`config.mk`:
```
export PLATFORM = sky130hd
export DESIGN_NAME = v_msg_dec
export DESIGN_NICKNAME = d
export VERILOG_FILES = /design/src/rtl/v_pkg.sv /design/src/rtl/v_msg_dec.sv
export SDC_FILE = /design/constraint.sdc
export NUM_CORES = 1
export LEC_CHECK = 0
export CAP_MARGIN = 20
export CORE_MARGIN = 5
export CORE_UTILIZATION = 33
export DETAILED_ROUTE_END_ITERATION = 8
export PLACE_DENSITY_LB_ADDON = 0.15
export SYNTH_ARGS = -nofsm -noshare
export SYNTH_HDL_FRONTEND = slang
export SYNTH_SLANG_ARGS = --single-unit
```
`constraint.sdc`:
```
create_clock -name clk -period 5.65 [get_ports clk]
set_input_delay 0.8475 -clock clk [delete_from_list [all_inputs] [get_ports clk]]
set_output_delay 0.8475 -clock clk [all_outputs]
set_load 0.05 [all_outputs]
```
`src/rtl/v_pkg.sv`:
```
// Shared types, opcodes and FSM state encoding for the message decoder.
package v_pkg;

  typedef logic [7:0]  id_t;
  typedef logic [15:0] key_t;
  typedef logic [15:0] size_t;
  typedef logic [3:0]  level_t;

  typedef enum logic [1:0] {
    CMD_ADD     = 2'd0,
    CMD_DEL     = 2'd1,
    CMD_REPLACE = 2'd2
  } cmd_t;

  localparam logic [7:0] OP_ADD     = 8'h01;
  localparam logic [7:0] OP_DEL     = 8'h02;
  localparam logic [7:0] OP_REPLACE = 8'h03;
  localparam logic [7:0] OP_QUERY   = 8'h10;

  typedef enum logic [1:0] {
    ST_IDLE = 2'd0,
    ST_BODY = 2'd1,
    ST_DROP = 2'd2
  } state_t;

  function automatic logic is_upd_op(input logic [7:0] op);
    return (op == OP_ADD) || (op == OP_DEL) || (op == OP_REPLACE);
  endfunction

  function automatic cmd_t op_to_cmd(input logic [7:0] op);
    case (op)
      OP_DEL:     return CMD_DEL;
      OP_REPLACE: return CMD_REPLACE;
      default:    return CMD_ADD;
    endcase
  endfunction

endpackage

```
`src/rtl/v_msg_dec.sv`:
```
// Message decoder: turns beat streams into registered list-update and list-query pulses,
// counting dropped messages in a saturating counter.
//   state   | meaning
//   IDLE    | waiting for a sop beat
//   BODY    | update header captured, waiting for the size beat
//   DROP    | discarding non-sop beats of a bad message
module v_msg_dec
  import v_pkg::*;
#(
  parameter int ERR_CNT_W = 16
) (
  input  logic                 clk,
  input  logic                 rst,
  input  logic                 i_msg_vld,
  input  logic                 i_msg_sop,
  input  logic [31:0]          i_msg_data,
  output logic                 o_msg_rdy,
  output logic                 o_upd_vld,
  output id_t                  o_upd_prod_id,
  output cmd_t                 o_upd_cmd,
  output key_t                 o_upd_key,
  output size_t                o_upd_size,
  output logic                 o_lut_vld,
  output id_t                  o_lut_prod_id,
  output level_t               o_lut_level,
  output logic [ERR_CNT_W-1:0] o_err_cnt
);

  state_t state_q, state_d;
  logic rdy_pre_q, rdy_q;
  id_t  cap_prod_q, cap_prod_d;
  cmd_t cap_cmd_q, cap_cmd_d;
  key_t cap_key_q, cap_key_d;
  logic upd_vld_q, upd_vld_d;
  id_t upd_prod_q, upd_prod_d;
  cmd_t upd_cmd_q, upd_cmd_d;
  key_t upd_key_q, upd_key_d;
  size_t upd_size_q, upd_size_d;
  logic lut_vld_q, lut_vld_d;
  id_t lut_prod_q, lut_prod_d;
  level_t lut_level_q, lut_level_d;
  logic [ERR_CNT_W-1:0] err_q, err_d;
  logic err_inc;
  logic accept;
  logic [7:0] op;

  assign accept = i_msg_vld & rdy_q;
  assign op     = i_msg_data[31:24];

  always_comb begin
    state_d     = state_q;
    cap_prod_d  = cap_prod_q;
    cap_cmd_d   = cap_cmd_q;
    cap_key_d   = cap_key_q;
    upd_vld_d   = 1'b0;
    upd_prod_d  = upd_prod_q;
    upd_cmd_d   = upd_cmd_q;
    upd_key_d   = upd_key_q;
    upd_size_d  = upd_size_q;
    lut_vld_d   = 1'b0;
    lut_prod_d  = lut_prod_q;
    lut_level_d = lut_level_q;
    err_inc     = 1'b0;
    if (accept) begin
      if (i_msg_sop) begin
        // A sop mid-update aborts it; err_inc is a flag so an abort plus an illegal opcode counts once.
        if (state_q == ST_BODY) err_inc = 1'b1;
        if (is_upd_op(op)) begin
          cap_prod_d = i_msg_data[23:16];
          cap_cmd_d  = op_to_cmd(op);
          cap_key_d  = i_msg_data[15:0];
          state_d    = ST_BODY;
        end else if (op == OP_QUERY) begin
          lut_vld_d   = 1'b1;
          lut_prod_d  = i_msg_data[23:16];
          lut_level_d = i_msg_data[3:0];
          state_d     = ST_IDLE;
        end else begin
          err_inc = 1'b1;
          state_d = ST_DROP;
        end
      end else begin
        case (state_q)
          ST_IDLE: begin
            err_inc = 1'b1;
            state_d = ST_DROP;
          end
          ST_BODY: begin
            upd_vld_d  = 1'b1;
            upd_prod_d = cap_prod_q;
            upd_cmd_d  = cap_cmd_q;
            upd_key_d  = cap_key_q;
            upd_size_d = i_msg_data[15:0];
            state_d    = ST_IDLE;
          end
          default: ;
        endcase
      end
    end
    err_d = (err_inc && (err_q != '1)) ? err_q + ERR_CNT_W'(1) : err_q;
  end

  always_ff @(posedge clk or negedge rst) begin
    if (!rst) begin
      state_q     <= ST_IDLE;
      rdy_pre_q   <= 1'b0;
      rdy_q       <= 1'b0;
      cap_prod_q  <= '0;
      cap_cmd_q   <= CMD_ADD;
      cap_key_q   <= '0;
      upd_vld_q   <= 1'b0;
      upd_prod_q  <= '0;
      upd_cmd_q   <= CMD_ADD;
      upd_key_q   <= '0;
      upd_size_q  <= '0;
      lut_vld_q   <= 1'b0;
      lut_prod_q  <= '0;
      lut_level_q <= '0;
      err_q       <= '0;
    end else begin
      state_q     <= state_d;
      rdy_pre_q   <= 1'b1;
      rdy_q       <= rdy_pre_q;
      cap_prod_q  <= cap_prod_d;
      cap_cmd_q   <= cap_cmd_d;
      cap_key_q   <= cap_key_d;
      upd_vld_q   <= upd_vld_d;
      upd_prod_q  <= upd_prod_d;
      upd_cmd_q   <= upd_cmd_d;
      upd_key_q   <= upd_key_d;
      upd_size_q  <= upd_size_d;
      lut_vld_q   <= lut_vld_d;
      lut_prod_q  <= lut_prod_d;
      lut_level_q <= lut_level_d;
      err_q       <= err_d;
    end
  end

  assign o_msg_rdy     = rdy_q;
  assign o_upd_vld     = upd_vld_q;
  assign o_upd_prod_id = upd_prod_q;
  assign o_upd_cmd     = upd_cmd_q;
  assign o_upd_key     = upd_key_q;
  assign o_upd_size    = upd_size_q;
  assign o_lut_vld     = lut_vld_q;
  assign o_lut_prod_id = lut_prod_q;
  assign o_lut_level   = lut_level_q;
  assign o_err_cnt     = err_q;

endmodule

```
==> impl_metrics.env <==
export IMPL_max_freq_mhz=336
export IMPL_cts_inserted_buffers=9
export IMPL_drv_cap=0
export IMPL_hold_violations=0
export IMPL_grt_max_degree=65
export IMPL_p_int_mw=1.18
export IMPL_port_buffers=108
export IMPL_synth_top_family_by_area="multiplexers"
export IMPL_synth_edf_count=0
export IMPL_cpMaxStageDelayCell="nor4b_4"
export IMPL_cts_root_buf="clkbuf_16"
export IMPL_die_h_um=121
export IMPL_reg2reg_depth=5
export IMPL_finalCritPeriodShare_pct=52.7
export IMPL_num_antenna_cells=0
export IMPL_cts_tree="done"
export IMPL_synth_top_area_share_pct=62.3
export IMPL_ctsHoldBuffers=0
export IMPL_r2r_start="o_err_cnt[0]$_DFFE_PN0P_"
export IMPL_synth_mux_area_share_pct=21.7
export IMPL_hold_end="o_msg_rdy$_DFF_PN0_"
export IMPL_finalSetupTns_ns=0
export IMPL_fp_dieArea_sq_um=14800
export IMPL_ant_nets=0
export IMPL_synth_cell_types=42
export IMPL_drt_total_wl_mm=8.77
export IMPL_syn_num_nets=310
export IMPL_synth_flop_cell="dfrtp_1"
export IMPL_fin_util_pct=46.6
export IMPL_slew_violations=0
export IMPL_first_pass_iters=4
export IMPL_start_util_pct=33.8
export IMPL_postCtsSetupRepairBufs=0
export IMPL_io_pins=109
export IMPL_rows=40
export IMPL_ys_seq_area_share_pct=62.3
export IMPL_antenna_found_initial=0
export IMPL_rsz0062_at_grt="false"
export IMPL_clk_latency_ns=0.34
export IMPL_power_frac_clock_pct=37.2
export IMPL_core_area_sq_um=12100
export IMPL_synthSimpleGateAreaFrac_pct=9.25
export IMPL_drc_errors=0
export IMPL_syn_mean_instance_area_sq_um=15.0
export IMPL_arrival_ns=3.21
export IMPL_post_route_min_period_ns=2.98
export IMPL_fp_dieW_um=121
export IMPL_syn_inst=273
export IMPL_gr_total_overflow=0
export IMPL_dp_hpwl_mm=6.09
export IMPL_slowest_delay_ns=0.89
export IMPL_ys_seq_elements=102
export IMPL_whs_path_depth=0
export IMPL_power_density_nw_per_um2=283
export IMPL_synth_fa_ha_area_share_pct=0.305
export IMPL_async_reset_ff_share_pct=100
export IMPL_grt_pass1_wl_mm=14.5
export IMPL_hp_class="register to register"
export IMPL_synthesis_area_sq_um=4100
export IMPL_crit_type="input pin to register"
export IMPL_yosysTopAreaCell="dfrtp_1"
export IMPL_cts_htree_levels=3
export IMPL_vias=2583
export IMPL_drive_above_1_share_pct=26.2
export IMPL_grt_pass1_vias=2813
export IMPL_path_cells="clkdlybuf4s50_1 -> nor4_2 -> nand4b_1 -> nor4b_4 -> mux2_2"
export IMPL_synthXorXnorAreaFrac_pct=2.99
export IMPL_power_leakage_nw=2.64
export IMPL_cts_sinks=102
export IMPL_viasPerCell=4.64
export IMPL_synth_compound_area_share_pct=1.92
export IMPL_ir_drop_mv=0.209
export IMPL_drt_iter0_drc=106
export IMPL_status="finished, final reports clean"
export IMPL_cp_required_ns=5.88
export IMPL_ys_warn_count=0
export IMPL_nNetsFinal=422
export IMPL_syn_to_final_growth_pct=37.7
export IMPL_r2r_end="o_err_cnt[1]$_DFFE_PN0P_"
export IMPL_setup_violations_final=0
export IMPL_critPathCaptureType="register"
export IMPL_synth_area_leaders="dfrtp_1, mux2_2, xor2_1"
export IMPL_grtUsageTotal_pct=12.8
export IMPL_wl_per_cell_um=15.7
export IMPL_worst_pin_slew_ns=0.975
export IMPL_cts_path_max_buffers=2
export IMPL_critPathLaunchType="input pin"
export IMPL_min_delay_start="rdy_pre_q$_DFF_PN0_"
export IMPL_cp_max_fo=13
export IMPL_cts_resized=0
export IMPL_p_switching_mw=0.421
export IMPL_clk_pin_slew_ns=0.07
export IMPL_ff2ff_setup_slack_ns=3.42
export IMPL_yosysMostFrequentCell="dfrtp_1"
export IMPL_gp_congestion=0.792
export IMPL_finalClockSkew_ns=0.00472
export IMPL_relSlewSlack_pct=34.7
export IMPL_seqPwrFrac_pct=49.7
export IMPL_p_comb_share_pct=13.1
export IMPL_swShare_pct=26.3
export IMPL_synth_common_cells="dfrtp_1, mux2_2, xor2_1, nand2_1, nor2_1"
[cell families after synthesis]
group / count (synthesis)
other cells: 1
fa+ha+maj: 1
flops: 102
buf+inv: 11
compound gates: 13
xor+xnor: 14
simple gates: 52
mux: 79
[cell usage in the layout, fill, tap and decap left out, drive strengths merged, types with 3 or more instances in the layout]
cell and n:
nand4 6, clkdlybuf4s50 107, a31oi 3, o21ai 4
nand2 8, a21oi 4, dfrtp 102, nor2 9
buf 3, mux2 79, xor2 12, clkinv 3
nor4b 4, nand3 4, nor3 4, clkbuf 11
[per-layer routing]
| metal | share of wire, % | global-route usage [%] |
|---|---|---|
| met5 | 0 | 0 |
| met4 | 1.6 | 4.13 |
| met1 | 42 | 14.6 |
| met3 | 9.4 | 7.18 |
| met2 | 47 | 20.3 |
[worst max path at each step]
| stage | from | endpoint | slack [ns] | cells past startpoint |
|---|---|---|---|---|
| 6_report | i_msg_data[26] | o_lut_prod_id[5]$_DFFE_PN0P_ | 2.67 | 5 |
| 5_1_grt | i_msg_data[26] | o_lut_prod_id[3]$_DFFE_PN0P_ | 2.51 | 5 |
| 4_1_cts | i_msg_data[26] | o_lut_prod_id[5]$_DFFE_PN0P_ | 2.58 | 5 |
| 3_5_place_dp | i_msg_data[26] | o_lut_prod_id[5]$_DFFE_PN0P_ | 2.20 | 5 |
| 3_3_place_gp | i_msg_data[26] | o_lut_prod_id[1]$_DFFE_PN0P_ | 2.28 | 5 |
| 2_1_floorplan | i_msg_data[26] | o_lut_level[1]$_DFFE_PN0P_ | 3.29 | 5 |
[stage by stage]
stage	total power [mW]	std cells	hold slack [ns]	area, sq um	setup WS [ns]
2_1_floorplan	0.916	273	0.331	4100	3.29
3_3_place_gp	1.02	542	0.333	5360	2.28
3_5_place_dp	1.02	542	0.338	5360	2.20
4_1_cts	1.63	557	0.352	5650	2.58
5_1_grt	1.67	557	0.354	5650	2.51
6_report	1.60	557	0.350	5650	2.67
[layout make-up]
class | instances | area, sq um
clock buffer | 11 | 233
multi-input combinational | 160 | 1500
clock inverter | 4 | 48.8
fill | 1126 | 6470
tap | 168 | 210
sequential | 102 | 2550
inverter | 2 | 7.51
timing repair buffer | 110 | 1090
[worst max-delay path: cells and delay by family]
kind / cells / cell delay [ns]
simple gates: 3 / 1.51
buf+inv: 1 / 0.42
mux: 1 / 0.42
[registers in the layout, indices dropped and copies added (netlist names), 4 cells and up]
signal         flops
cap_key_q         16
o_err_cnt         16
o_upd_key         16
o_upd_size        16
cap_prod_q         8
o_lut_prod_id      8
o_upd_prod_id      8
o_lut_level        4
[power groups by stage]
stage                     registers (mW)  logic (mW)  clock network (mW)
after floorplan                    0.876      0.0401                   0
after global placement             0.808       0.210                   0
after detailed placement           0.809       0.212                   0
after CTS                          0.795       0.213               0.622
after global routing               0.799       0.226               0.649
final                              0.796       0.209               0.595
(Power assumes the default switching activity.)
